File: src/rtl/load_store_unit.sv
// load_store_unit: multi-cycle load/store engine between the single-cycle
// RV32I datapath and a req/ack data bus. It sizes each access, steers byte
// lanes, detects misaligned addresses, extends load data, times out a silent
// bus and stalls the core until the access retires.
module load_store_unit #(
    parameter int ADDR_W  = 16,
    parameter int TIMEOUT = 255
) (
    input  logic              clk,
    input  logic              rst_n,
    input  logic              memRead,
    input  logic              memWrite,
    input  logic [2:0]        f3,
    input  logic [31:0]       addr,
    input  logic [31:0]       writeData,
    output logic [31:0]       readData,
    output logic              stall,
    output logic              misalign,
    output logic              busErr,
    output logic              busReq,
    output logic              busWe,
    output logic [ADDR_W-1:0] busAddr,
    output logic [3:0]        busBe,
    output logic [31:0]       busWdata,
    input  logic [31:0]       busRdata,
    input  logic              busAck
);

    localparam logic [1:0] IDLE = 2'd0;
    localparam logic [1:0] REQ  = 2'd1;
    localparam logic [1:0] DONE = 2'd2;
    localparam logic [1:0] ERR  = 2'd3;

    localparam int              CNT_W     = $clog2(TIMEOUT + 1);
    localparam logic [CNT_W-1:0] TIMEOUT_C = CNT_W'(TIMEOUT);

    // Byte enables for a size code (00 byte, 01 half, 1x word) and offset.
    function automatic logic [3:0] lane_be(input logic [1:0] sz, input logic [1:0] off);
        logic [3:0] be;
        case (sz)
            2'b00:   be = 4'b0001 << off;
            2'b01:   be = off[1] ? 4'b1100 : 4'b0011;
            default: be = 4'b1111;
        endcase
        return be;
    endfunction

    // Replicate store data across every lane; byte enables pick the live one.
    function automatic logic [31:0] lane_wdata(input logic [1:0] sz, input logic [31:0] wd);
        logic [31:0] d;
        case (sz)
            2'b00:   d = {4{wd[7:0]}};
            2'b01:   d = {2{wd[15:0]}};
            default: d = wd;
        endcase
        return d;
    endfunction

    // Align the addressed lane to bit 0 and sign- or zero-extend it.
    function automatic logic [31:0] load_extract(input logic [1:0] sz, input logic uns,
                                                 input logic [1:0] off, input logic [31:0] rd);
        logic [31:0] sh;
        logic [31:0] v;
        sh = rd >> {off, 3'b000};
        case (sz)
            2'b00:   v = uns ? {24'h0, sh[7:0]}  : {{24{sh[7]}}, sh[7:0]};
            2'b01:   v = uns ? {16'h0, sh[15:0]} : {{16{sh[15]}}, sh[15:0]};
            default: v = sh;
        endcase
        return v;
    endfunction

    logic [1:0]        state_q, state_d;
    logic [CNT_W-1:0]  cnt_q, cnt_d;
    logic [31:0]       readData_q, readData_d;
    logic              busReq_q, busReq_d;
    logic              busWe_q, busWe_d;
    logic [ADDR_W-1:0] busAddr_q, busAddr_d;
    logic [3:0]        busBe_q, busBe_d;
    logic [31:0]       busWdata_q, busWdata_d;
    logic              misalign_q, misalign_d;
    logic              busErr_q, busErr_d;
    logic [1:0]        size_q, size_d;
    logic              uns_q, uns_d;
    logic [1:0]        off_q, off_d;

    logic              acc;
    logic              mis;
    logic [CNT_W-1:0]  cnt_inc;
    // Address bits above ADDR_W are intentionally dropped.
    logic [31:0]       unused_addr;

    assign unused_addr = addr;
    assign acc     = memRead | memWrite;
    assign mis     = ((f3[1:0] == 2'b01) & addr[0]) | (f3[1] & (addr[1:0] != 2'b00));
    assign cnt_inc = cnt_q + CNT_W'(1);

    // Core stall: hold the instruction while an access is being accepted or is on the bus.
    assign stall = rst_n & (((state_q == IDLE) & acc) | (state_q == REQ));

    assign readData = readData_q;
    assign busReq   = busReq_q;
    assign busWe    = busWe_q;
    assign busAddr  = busAddr_q;
    assign busBe    = busBe_q;
    assign busWdata = busWdata_q;
    assign misalign = misalign_q;
    assign busErr   = busErr_q;

    // Next-state logic: access acceptance, bus wait/timeout and retirement.
    always_comb begin
        state_d    = state_q;
        cnt_d      = cnt_q;
        readData_d = readData_q;
        busReq_d   = busReq_q;
        busWe_d    = busWe_q;
        busAddr_d  = busAddr_q;
        busBe_d    = busBe_q;
        busWdata_d = busWdata_q;
        misalign_d = 1'b0;
        busErr_d   = 1'b0;
        size_d     = size_q;
        uns_d      = uns_q;
        off_d      = off_q;
        case (state_q)
            IDLE: begin
                if (acc) begin
                    if (mis) begin
                        state_d    = ERR;
                        misalign_d = 1'b1;
                        readData_d = 32'h0;
                    end else begin
                        state_d    = REQ;
                        cnt_d      = '0;
                        busReq_d   = 1'b1;
                        busWe_d    = memWrite;
                        busAddr_d  = {addr[ADDR_W-1:2], 2'b00};
                        busBe_d    = lane_be(f3[1:0], addr[1:0]);
                        busWdata_d = lane_wdata(f3[1:0], writeData);
                        size_d     = f3[1:0];
                        uns_d      = f3[2];
                        off_d      = addr[1:0];
                    end
                end
            end
            REQ: begin
                // An ack on the final allowed cycle still completes the access.
                if (busAck) begin
                    state_d  = DONE;
                    busReq_d = 1'b0;
                    if (!busWe_q) begin
                        readData_d = load_extract(size_q, uns_q, off_q, busRdata);
                    end
                end else if (cnt_inc == TIMEOUT_C) begin
                    state_d    = ERR;
                    busReq_d   = 1'b0;
                    busErr_d   = 1'b1;
                    readData_d = 32'h0;
                    cnt_d      = '0;
                end else begin
                    cnt_d = cnt_inc;
                end
            end
            DONE:    state_d = IDLE;
            ERR:     state_d = IDLE;
            default: state_d = IDLE;
        endcase
    end

    // State and output registers with asynchronous active-low reset.
    always_ff @(posedge clk or negedge rst_n) begin
        if (!rst_n) begin
            state_q    <= IDLE;
            cnt_q      <= '0;
            readData_q <= 32'h0;
            busReq_q   <= 1'b0;
            busWe_q    <= 1'b0;
            busAddr_q  <= '0;
            busBe_q    <= 4'h0;
            busWdata_q <= 32'h0;
            misalign_q <= 1'b0;
            busErr_q   <= 1'b0;
            size_q     <= 2'b00;
            uns_q      <= 1'b0;
            off_q      <= 2'b00;
        end else begin
            state_q    <= state_d;
            cnt_q      <= cnt_d;
            readData_q <= readData_d;
            busReq_q   <= busReq_d;
            busWe_q    <= busWe_d;
            busAddr_q  <= busAddr_d;
            busBe_q    <= busBe_d;
            busWdata_q <= busWdata_d;
            misalign_q <= misalign_d;
            busErr_q   <= busErr_d;
            size_q     <= size_d;
            uns_q      <= uns_d;
            off_q      <= off_d;
        end
    end

endmodule

File: config.mk
export PLATFORM = sky130hd
export DESIGN_NAME = load_store_unit
export DESIGN_NICKNAME = d
export VERILOG_FILES = /design/src/rtl/load_store_unit.sv
export SDC_FILE = /design/constraint.sdc
export NUM_CORES = 1
export LEC_CHECK = 0
export ABC_CLOCK_PERIOD_IN_PS = 4600
export BUFFER_PORTS_ARGS = -buffer_cell sky130_fd_sc_hd__buf_2
export CORE_ASPECT_RATIO = 1.75
export CORE_MARGIN = 10
export CORE_UTILIZATION = 32
export CTS_BUF_LIST = sky130_fd_sc_hd__clkbuf_8
export CTS_CLUSTER_DIAMETER = 60
export DETAILED_ROUTE_END_ITERATION = 8
export HOLD_SLACK_MARGIN = 0.08
export PLACE_DENSITY = 0.57
export SETUP_SLACK_MARGIN = 0.2
export SYNTH_ARGS = -nofsm -noshare
export SYNTH_HDL_FRONTEND = slang
export SYNTH_SLANG_ARGS = --single-unit
File: constraint.sdc
create_clock -name clk -period 4.6 [get_ports clk]
set_input_delay 0.92 -clock clk [delete_from_list [all_inputs] [get_ports clk]]
set_output_delay 0.92 -clock clk [all_outputs]
set_load 0.02 [all_outputs]
==> key figures <==
Run status
  • Status: completed

Cells and area
  • Filler Cell Count: 1590
  • Layout cell share with drive strength beyond 1: 34.48%
  • Synthesis-to-layout area growth: 23.62%
  • Final instance area: 6405 sq um
  • Final net count: 771
  • Antenna cells: 0

STA
  • Final Skew: 0.02370 ns
  • Final Max Tran Viols: 0
  • Setup_tns: 0 ns
  • Max Fclk: 316.8 MHz
  • Final Critical Period: 3.157 ns
  • Actual transition at the worst max-transition pin: 1.185 ns
  • Final hold viol count: 0
  • Slew margin rel.: 21.02%
  • Setup violations, final: 0
  • RSZ-0062 raised after global routing: no
  • Period utilization: 68.62%

Yosys
  • Top cells by area, synth: dfrtp_1 49%, mux2i_1 13%, mux2_2 6.1%
  • Post-synth EDFFs: 0
  • Synth area leader: dfrtp_1
  • Sequential-to-total area share from yosys stat: 48.78%
  • Mapped cell area: 5181 sq um
  • Yosys reg bits: 101
  • Ys Warns: 0
  • Yosys top cell area share: 48.78%
  • Syn Inst Count: 504
  • Avg Cell Area, Syn: 10.28 sq um
  • Synth unique cells: 48
  • Synth Flop Type: dfrtp_1
  • Ys async rst share: 100.0%

Pwr
  • Leak: 3.182 nW
  • IR drop worst, VDD: 0.0003470 V
  • PwrDens: 641.1 nW/um^2
  • Tot Pwr: 0.004106 W

Die
  • Initial Util: 32.64%
  • Num rows: 61
  • Die width: 116.2 um
  • Die height: 188.3 um
  • Core Box Area: 15880 sq um
  • # IOs: 193
  • Die area: 21880 sq um

GRT
  • Initial antenna violation count: 0
  • Vias in the first global route: 4690
  • Largest net degree at the start of global routing: 60
  • Gr ovfl total: 0
  • Global-route wire length before repair: 25270 um
  • GRT Total Usage: 14.61%

Critical path
  • Reg2reg end: readData[23]
  • R2r worst-path depth: 5
  • Worst EP required: 4.89 ns
  • Startpoint types: input port
  • Setup CP Type: input port to flip-flop
  • Reg2reg start: off_q[0]
  • Worst EP arrival: 3.45 ns
  • Reg2reg setup slack: 1.49 ns
  • Crit Path Max Fanout: 31
  • Worst setup EP type: flip-flop

Detailed routing
  • TritonRoute pass-1 iters: 4
  • WL/cell: 18.46 um
  • Vias per cell: 4.984
  • Post-DRT Antenna Nets: 0
  • Residual DRC count: 0
  • Post-Route WL: 15860 um
  • Via count: 4281
  • Drt initial violations: 137

Clock network
  • Hold_buf cts: 0
  • H-tree depth: 3
  • Root Buffer: clkbuf_8
  • Clk_lat worst skew: 0.38 ns
  • Clock transition at path regs: 0.10 ns
  • TritonCTS buffer count: 9
  • Post-CTS Setup Bufs: 0
  • CTS tree: done
  • Clock sink total: 101
  • Post-CTS Resized: 0
  • Clock tree buffer depth: 2

Placement
  • Port Buf Inserts: 174
  • Post-Place Cell Area: 6208 sq um
  • Gpl congestion: 0.8376
  • Post-DP HPWL: 12240 um

Min path
  • Hold Crit Class: flip-flop to flip-flop
  • Hold Crit Start: busWdata[28]
  • Hold Path End: busWdata[28]
  • Worst Hold Path Cells: 2

Job
  • Maxcap violations: 0
layout by cell type, fill, tap and decap left out, types with 15 or more instances in the layout:
master      n
a211oi_1   15
a21oi_1    23
buf_2     173
dfrtp_1   101
inv_1      33
mux2_2     28
mux2i_1    68
nand2_1    42
nor2_1     24
o21ai_0    51
sequential cells by signal (all words and copies together) (netlist names):
signal    count
busWe         1
readData     32
size_q        2
misalign      1
busWdata     32
busBe         4
uns_q         1
busReq        1
off_q         2
state_q       2
busAddr      14
busErr        1
cnt_q         8
per-stage QoR:
stage | hold WS [ns] | setup slack [ns] | instances | util [%]
detailed placement | 0.4701 | 1.001 | 843 | 39.11
global placement | 0.4611 | 1.054 | 843 | 39.11
global route | 0.5193 | 1.156 | 859 | 40.35
floorplan | 0.4726 | 2.260 | 505 | -
CTS | 0.4982 | 1.416 | 859 | 40.35
finish | 0.4895 | 1.443 | 859 | 40.35
power by group:
| part | internal [W] | switching (W) |
|---|---|---|
| registers | 0.00126 | 0.000251 |
| clock network | 0.000222 | 0.000334 |
| logic | 0.000768 | 0.00127 |
| total | 0.00225 | 0.00186 |
cell families (layout without fill, tap and decap cells):
kind of cell | count (synthesis) | in the layout | synth area share (%)
adders and majority gates | 2 | 2 | 0.4829
buffers and inverters | 65 | 230 | 5.675
DFF | 101 | 101 | 48.78
muxes | 102 | 102 | 20.74
AOI/OAI and AO/OA | 119 | 119 | 13.52
and+or+nand+nor | 113 | 113 | 10.55
other | 1 | 2 | 0.07238
xor gates and xnor gates | 1 | 1 | 0.1691
critical path, cell delays in order:
cell     delay (ns)
buf_2          0.50
a21oi_1        0.26
o21ai_0        0.26
nand3_1        0.15
a21oi_4        0.75
buf_4          0.36
mux2i_1        0.21
worst max-delay path by stage:
stage / start / to / slack, ns / cells past startpoint
6_report: f3[1] / readData[30] / 1.44 / 7
4_1_cts: f3[1] / readData[13] / 1.42 / 7
2_1_floorplan: memWrite / stall / 2.26 / 3
3_5_place_dp: f3[1] / readData[14] / 1.00 / 7
3_3_place_gp: f3[1] / readData[14] / 1.05 / 7
5_1_grt: f3[1] / readData[30] / 1.16 / 7
final cells by class:
type,count,area [sq um],share of cell area (%)
clock buffer,10,137.6,2.149
clock inverter,6,58.81,0.9181
inverter,33,123.9,1.934
multi-input combinational,339,2382,37.19
sequential,101,2527,39.46
tap,189,236.5,3.692
timing repair buffer,181,938.4,14.65
routing by layer:
metal  up-vias  global-route usage [%]  routed length [um]  part of all wire, %
met5         -                       0                   0                    0
met4         0                   4.255                 247                  1.6
met3        16                   4.389                1090                  6.9
met2       125                   26.59                8488                   54
met1      2060                   15.59                6032                   38
li1       2080                       -                   -                    -
synth_stat cells, types with 2 or more instances:
cell,number
clkbuf_1,12
buf_2,7
o21ai_1,10
nor2b_1,9
inv_1,33
o21ai_0,52
and3_1,3
ha_1,2
mux2i_1,68
mux2_2,28
dfrtp_1,101
buf_6,3
nand2b_1,5
nor3_1,4
buf_1,5
nand2_1,42
a21oi_1,23
and2_1,9
nand3b_1,2
nand3_1,6
nor2_1,24
a211oi_1,15
mux2_1,5
nor3b_1,2
and4_1,2
a31oi_1,6
buf_4,5
Note: power is estimated with default switching activity, not from simulation.
